File: src/rtl/led_fade_if.sv
// Pattern-in / PWM-out bundle between the animation core and the LED fade stage.
interface led_fade_if #(
    parameter int unsigned N_LEDS = 8
);
    logic              fade_en;
    logic [N_LEDS-1:0] led_in;
    logic [N_LEDS-1:0] pwm_out;

    modport master (output fade_en, output led_in, input pwm_out);
    modport slave  (input fade_en, input led_in, output pwm_out);
endinterface

File: src/rtl/led_fade_pwm.sv
// Per-LED PWM driver: full brightness while the pattern bit is high, then a
// linear fade-out paced by a shared prescaler tick.
module led_fade_pwm #(
    parameter int unsigned N_LEDS     = 8,
    parameter int unsigned BR_W       = 4,
    parameter int unsigned DECAY_DIV  = 1024,
    parameter int unsigned DECAY_STEP = 1
) (
    input logic       clk,
    input logic       rst,
    led_fade_if.slave bus
);

    localparam logic [BR_W-1:0]  MAX      = '1;
    localparam logic [BR_W-1:0]  PWM_LAST = MAX - BR_W'(1);
    localparam int unsigned      DIV_W    = (DECAY_DIV > 1) ? $clog2(DECAY_DIV) : 1;
    localparam logic [DIV_W-1:0] DIV_LAST = DIV_W'(DECAY_DIV - 1);
    localparam logic [BR_W-1:0]  STEP     = BR_W'(DECAY_STEP);

    logic [DIV_W-1:0]  div_cnt_q, div_cnt_d;
    logic [BR_W-1:0]   pwm_cnt_q, pwm_cnt_d;
    logic [BR_W-1:0]   bright_q [N_LEDS];
    logic [BR_W-1:0]   bright_d [N_LEDS];
    logic [N_LEDS-1:0] pwm_out_q, pwm_out_d;
    logic              decay_tick;

    // PWM counter stops at MAX-1 so that bright==MAX yields a 100% duty cycle.
    always_comb begin
        decay_tick = (div_cnt_q == DIV_LAST);
        div_cnt_d  = decay_tick ? '0 : div_cnt_q + DIV_W'(1);
        pwm_cnt_d  = (pwm_cnt_q == PWM_LAST) ? '0 : pwm_cnt_q + BR_W'(1);
    end

    always_comb begin
        pwm_out_d = '0;
        for (int unsigned i = 0; i < N_LEDS; i++) begin
            bright_d[i] = bright_q[i];
            if (!bus.fade_en) begin
                bright_d[i] = bus.led_in[i] ? MAX : '0;
            end else if (bus.led_in[i]) begin
                bright_d[i] = MAX;
            end else if (decay_tick) begin
                // Saturating decrement: a step larger than the remainder lands on 0.
                bright_d[i] = (bright_q[i] > STEP) ? bright_q[i] - STEP : '0;
            end
            pwm_out_d[i] = (bright_q[i] > pwm_cnt_q);
        end
    end

    always_ff @(posedge clk) begin
        if (rst) begin
            div_cnt_q <= '0;
            pwm_cnt_q <= '0;
            pwm_out_q <= '0;
            for (int unsigned i = 0; i < N_LEDS; i++) begin
                bright_q[i] <= '0;
            end
        end else begin
            div_cnt_q <= div_cnt_d;
            pwm_cnt_q <= pwm_cnt_d;
            pwm_out_q <= pwm_out_d;
            for (int unsigned i = 0; i < N_LEDS; i++) begin
                bright_q[i] <= bright_d[i];
            end
        end
    end

    assign bus.pwm_out = pwm_out_q;

endmodule

File: src/flat_wrapper.sv
// flat-port wrapper written by rule: the top's interface ports become plain ports
module led_fade_pwm_flat 
#(
    parameter int unsigned N_LEDS     = 8,
    parameter int unsigned BR_W       = 4,
    parameter int unsigned DECAY_DIV  = 1024,
    parameter int unsigned DECAY_STEP = 1
)
  (clk, rst, bus_fade_en, bus_led_in, bus_pwm_out);
  led_fade_if #(.N_LEDS(N_LEDS)) bus_i ();
  input logic clk;
  input logic rst;
  input wire logic [$bits(bus_i.fade_en)-1:0] bus_fade_en;
  input wire logic [$bits(bus_i.led_in)-1:0] bus_led_in;
  output wire logic [$bits(bus_i.pwm_out)-1:0] bus_pwm_out;
  assign bus_i.fade_en = bus_fade_en;
  assign bus_i.led_in = bus_led_in;
  assign bus_pwm_out = bus_i.pwm_out;
  led_fade_pwm #(.N_LEDS(N_LEDS), .BR_W(BR_W), .DECAY_DIV(DECAY_DIV), .DECAY_STEP(DECAY_STEP)) u_core (.clk(clk), .rst(rst), .bus(bus_i));
endmodule
File: config.mk
export PLATFORM = sky130hd
export DESIGN_NAME = led_fade_pwm_flat
export DESIGN_NICKNAME = d
export VERILOG_FILES = /design/src/rtl/led_fade_if.sv /design/src/rtl/led_fade_pwm.sv /design/src/flat_wrapper.sv
export SDC_FILE = /design/constraint.sdc
export NUM_CORES = 1
export LEC_CHECK = 0
export ABC_AREA = 1
export ABC_CLOCK_PERIOD_IN_PS = 1500
export BUFFER_PORTS_ARGS = -buffer_cell sky130_fd_sc_hd__buf_2
export CORE_ASPECT_RATIO = 0.5
export CORE_MARGIN = 1
export CORE_UTILIZATION = 45
export DETAILED_ROUTE_END_ITERATION = 6
export GPL_TIMING_DRIVEN = 0
export PLACE_DENSITY_LB_ADDON = 0.05
export RECOVER_POWER = 25
export SETUP_SLACK_MARGIN = 0.1
export SYNTH_ARGS = -nofsm -noshare
export SYNTH_HDL_FRONTEND = slang
export SYNTH_SLANG_ARGS = --single-unit
File: constraint.sdc
create_clock -name clk -period 1.5 [get_ports clk]
set_input_delay 0.3 -clock clk [delete_from_list [all_inputs] [get_ports clk]]
set_output_delay 0.3 -clock clk [all_outputs]
set_load 0.03 [all_outputs]
After elaboration in Yosys (flattened, before gate mapping)

Memories as Yosys holds them, arrays and structs flattened.
Index checks and enable logic that the tools add are counted.

Register bits: 22
RAM bits: 32
Output and inout port bits: 8
Memories kept: 1

Memories:

| name            | depth | bits a word | rd ports | clocked after Yosys merged registers in | write ports | line               | text |
|---|---|---|---|---|---|---|---|
| u_core.bright_q | 8     | 4           | 8        | 0                                       | 8           | led_fade_pwm.sv:22 | `logic [BR_W-1:0] bright_q [N_LEDS];` |

$add $sub $neg: 10
$lt $le $gt $ge: 16
Eq/ne operators: 2
Multiplexer cells: 51
Bitwise operators: 8
Reduce and logical (&&, ||, !) cells: 2

Operators by type and width:

| cell                                                | number |
|---|---|
| two-way mux 4 bit                                   | 48 |
| > comparator 4 x 1 -> 1 bit (second input constant) | 8 |
| > comparator 4 bit                                  | 8 |
| subtractor 4 x 1 -> 4 bit (second input constant)   | 8 |
| adder 10 x 1 -> 10 bit (second input constant)      | 1 |
| equality test 10 bit (second input constant)        | 1 |
| OR 1 bit                                            | 8 |
| adder 4 x 1 -> 4 bit (second input constant)        | 1 |
| equality test 4 bit (second input constant)         | 1 |
| OR reduction 2 bit                                  | 2 |
| two-way mux 1 bit                                   | 3 |

Logic depth before layout (Yosys ltp)

Word-level depth: 6
Mapped depth: 11
Mapped depth without buffers: 11

Worst setup path after synthesis

No wires, ideal clock.

Kind: register -> register
Start point: reg u_core.div_cnt_q[0]
End point: mem u_core.bright_q[3][0] (netlist: u_core.bright_q[0][12])
Library setup time: 0.116 ns
Arrival time: 1.212 ns
Setup slack: 0.172 ns
Stages on the path, launching flop included: 10
Cells stage by stage: dfxtp_1 ha_1 nand2_1 nor2_4 nand3_4 buf_6 nand2_4 inv_2 nor2_1 nor2_1

RTL lines:

| what                     | line               | text |
|---|---|---|
| start: declaration       | led_fade_pwm.sv:20 | `logic [DIV_W-1:0] div_cnt_q, div_cnt_d;` |
| start signal: assignment | led_fade_pwm.sv:59 | `div_cnt_q <= div_cnt_d;` |
| end: declaration         | led_fade_pwm.sv:22 |  |

==> flow_metrics.tcl <==
set metrics [dict create \
    worst_pin_slew_ns 0.628 \
    syn_inst 527 \
    p_leak_uw 0.00214 \
    setup_viol 0 \
    grt_pass1_vias 3066 \
    fin_nets 625 \
    synth_compound_area_frac 0.121 \
    netlist_area_um2 3650 \
    drtIter0Drc 177 \
    tritoncts "built" \
    worstSetupEndpointType "register" \
    cap_viol_max_count 0 \
    fin_ws_ns 0.0485 \
    hold_viol_final 0 \
    hold_slack_ns 0.179 \
    swShare 0.340 \
    yosysTopAreaCellShare 0.296 \
    grt_usage 0.219 \
    instances_no_fill 672 \
    cp_max_fo 6 \
    synth_top_area_cell "dfxtp_1" \
    ant_nets 0 \
    reg2reg_depth 9 \
    synthSimpleGateAreaFrac 0.274 \
    worstPathRequired_ns 1.70 \
    outcome "finished, final reports clean" \
    grt_max_degree 18 \
    synthDistinctLibCells 27 \
    rows 22 \
    dr.pass1.iters 4 \
    fmax_mhz 689 \
    layout_worst_path_cycle_share 0.968 \
    final.setup_skew_ns 0.00667 \
    place_inst 652 \
    synthMuxAreaShare 0 \
    power_frac_comb 0.297 \
    fin_crit_ns 1.45 \
    final_core_util 0.611 \
    drive_gt1_frac 0.223 \
    via_count 3297 \
    yosysWarnings 0 \
    clkLatencyLatePin_ns 0.30 \
    antenna_found_initial 0 \
    r2r_slack_ns 0.05 \
    worst-path-stages 9 \
    worst-path-buf-inv 2 \
    crit_chain "ha_4 > nand2_4 > nor2_4 > nand3_4 > buf_12 > nand2_8 > nand3_2 > nand2_2 > inv_1" \
    critPathMaxStageDelay_ns 0.35 \
    whs_path_depth 2 \
    wl_mm 8.57 \
    max_slew_margin 0.581 \
    grt_overflow 0 \
    synth_seq_cells 54 \
    clockBufferDepth 2 \
    cts_max_level 2 \
    routed_via_density 4.91 \
    die_h_um 65.7 \
    dieArea_um2 8510 \
    pin_count 19 \
    numCtsBuffers 5 \
    rsz0062_at_grt "yes" \
    cp.arrival_ns 1.65 \
    place_ws_ns -0.0700 \
    synth_top_family_by_area "simple AND/OR/NAND/NOR gates" \
    powerDensity_nw_per_um2 903 \
    synth_common_cells "nor2_1 (94), inv_1 (85), nand2_1 (81), dfxtp_1 (54), ha_1 (51)" \
    synthAdderAreaFrac 0.175 \
    drc 0 \
    num_antenna_cells 0 \
    wl_per_cell_um 12.8 \
    dp_hpwl_mm 5.69 \
    ys_seq_area_frac 0.296 \
    cp-start-kind "register" \
    p_sw_uw 1430 \
    ir_worst_vdd_v 0.000705 \
    seq_power_share 0.409 \
    finalPower_uw 4190 \
    synthFlopType "dfxtp_1" \
    gp_congestion 0.863 \
    clkPwrFrac 0.293 \
    cts.sinks 54 \
    synth_xor_xnor_area_share 0.0312 \
    min_path_type "in -> reg" \
    drv_slew 0 \
    synth_fp_nets 589 \
    filler_cell_count 699 \
    root_buffer "clkbuf_16" \
    path_clk_slew_ns 0.07 \
    initial_utilization 0.481 \
    dieWidth_um 129 \
    core_region_area_um2 7600 \
    synth_most_common_cell "nor2_1" \
    port_buffers 17 \
    intPower_uw 2770 \
    avgSynthCellArea_um2 6.93 \
    grt_pass1_wl_mm 14.3 \
    worstSetupPathType "reg -> reg" \
    async_flop_share 0 \
    critPathTopFamily "simple AND/OR/NAND/NOR gates" \
    crit_path_top_delay_cell "dfxtp_2" \
    ys_top_cells_by_area "dfxtp_1 (30%), ha_1 (17%), nor2_1 (9.7%)" \
    syn_to_final_growth_pct 27.1 \
    synth_edf_count 0 \
]
-- placed cells by master, fill, tap and decap left out, types with 3 or more instances in the layout --
cell type   Yosys  final
nand3b_1        3      3
xor2_1          3      3
a21oi_2         0      6
nand3_1        24     18
inv_6           0      3
clkbuf_16       0      5
dfxtp_4         0      3
dfxtp_2         0     16
dfxtp_1        54     35
inv_1          85     82
o21ai_2         0      8
ha_4            0     15
nor2_4          2     10
buf_4           1      7
o211ai_1        6      6
buf_6           1      3
nand2_8         0      4
o21ai_1        11     22
nor2_1         94     82
nand4_1        11     11
nor2_2          2      6
nand3_2         0      6
clkinvlp_4      0      3
buf_2           2     11
clkbuf_1        3     11
ha_1           51     36
a21oi_1        24     18
o21ai_0        43     24
nand2_1        81     74
xnor2_1        10     10
nand2_2         2      7
buf_12          0      3
-- power by group through the flow --
stage          Combinational, µW  Sequential (µW)  Clock (µW)
4_1_cts                     1110             1690        1270
6_report                    1250             1720        1230
3_5_place_dp                1010             1710           0
5_1_grt                     1440             1740        1330
2_1_floorplan                729             1760           0
3_3_place_gp                1000             1720           0
-- timing repair --
action                                  in CTS  in global routing
pin swaps                                   34                 20
buffers inserted                             9                  2
cloned                                       1                  0
endpoints found under the setup margin      50                 50
resized for setup                           43                 85
hold buffers                                 0                  0
-- stage by stage --
| stage | setup TNS (ns) | cell area [µm²] |
|---|---|---|
| floorplan | 0 | 3650 |
| global placement | -0.777 | 3870 |
| detailed placement | -0.856 | 3870 |
| CTS | 0 | 4330 |
| global route | -0.101 | 4640 |
| finish | 0 | 4640 |
-- worst reg2reg max path: stages (launching register included) --
cell and delay, ns:
dfxtp_2 0.35, ha_4 0.15, nand2_4 0.05, nor2_4 0.11
nand3_4 0.19, buf_12 0.23, nand2_8 0.10, nand3_2 0.07
nand2_2 0.07, inv_1 0.04
-- worst paths after layout --
| path | startpoint | endpoint |
|---|---|---|
| worst min-delay path | rst | u_core.div_cnt_q[8]$_SDFF_PP0_ |
| worst max register to register | u_core.div_cnt_q[0]$_SDFF_PP0_ | u_core.bright_q[0][27]$_SDFFE_PP0P_ |
| worst min register to register | u_core.div_cnt_q[9]$_SDFF_PP0_ | u_core.div_cnt_q[9]$_SDFF_PP0_ |
| worst max-delay path | u_core.div_cnt_q[0]$_SDFF_PP0_ | u_core.bright_q[0][27]$_SDFFE_PP0P_ |
-- layer usage --
metal  wire [µm]  track usage
met5           0            0
met4          68       0.0480
met3         347       0.0464
met2        3690        0.361
met1        4470        0.294
-- kinds of logic (layout without fill, tap and decap cells) --
group	count (synthesis)	count (layout)
adder cells (fa/ha/maj)	51	51
AO/OA/AOI/OAI	85	85
buffers and inverters	97	134
flip-flops	54	54
XOR/XNOR	13	13
AND/OR/NAND/NOR	227	227
-- state kept, by name, indices dropped and copies added (netlist names) --
register,count
u_core.bus.pwm_out,8
u_core.div_cnt_q,10
u_core.pwm_cnt_q,4
u_core.bright_q,32
-- cell type report --
cell class	count	area (µm²)	area share
clock inverter	2	17.5	0.00377
inverter	90	372	0.0800
buffer	7	48.8	0.0105
timing repair buffer	29	221	0.0477
clock buffer	6	139	0.0299
multi-input combinational	376	2600	0.559
tap	108	135	0.0291
sequential	54	1110	0.240
No activity file was read; power rests on OpenSTA's default activity.
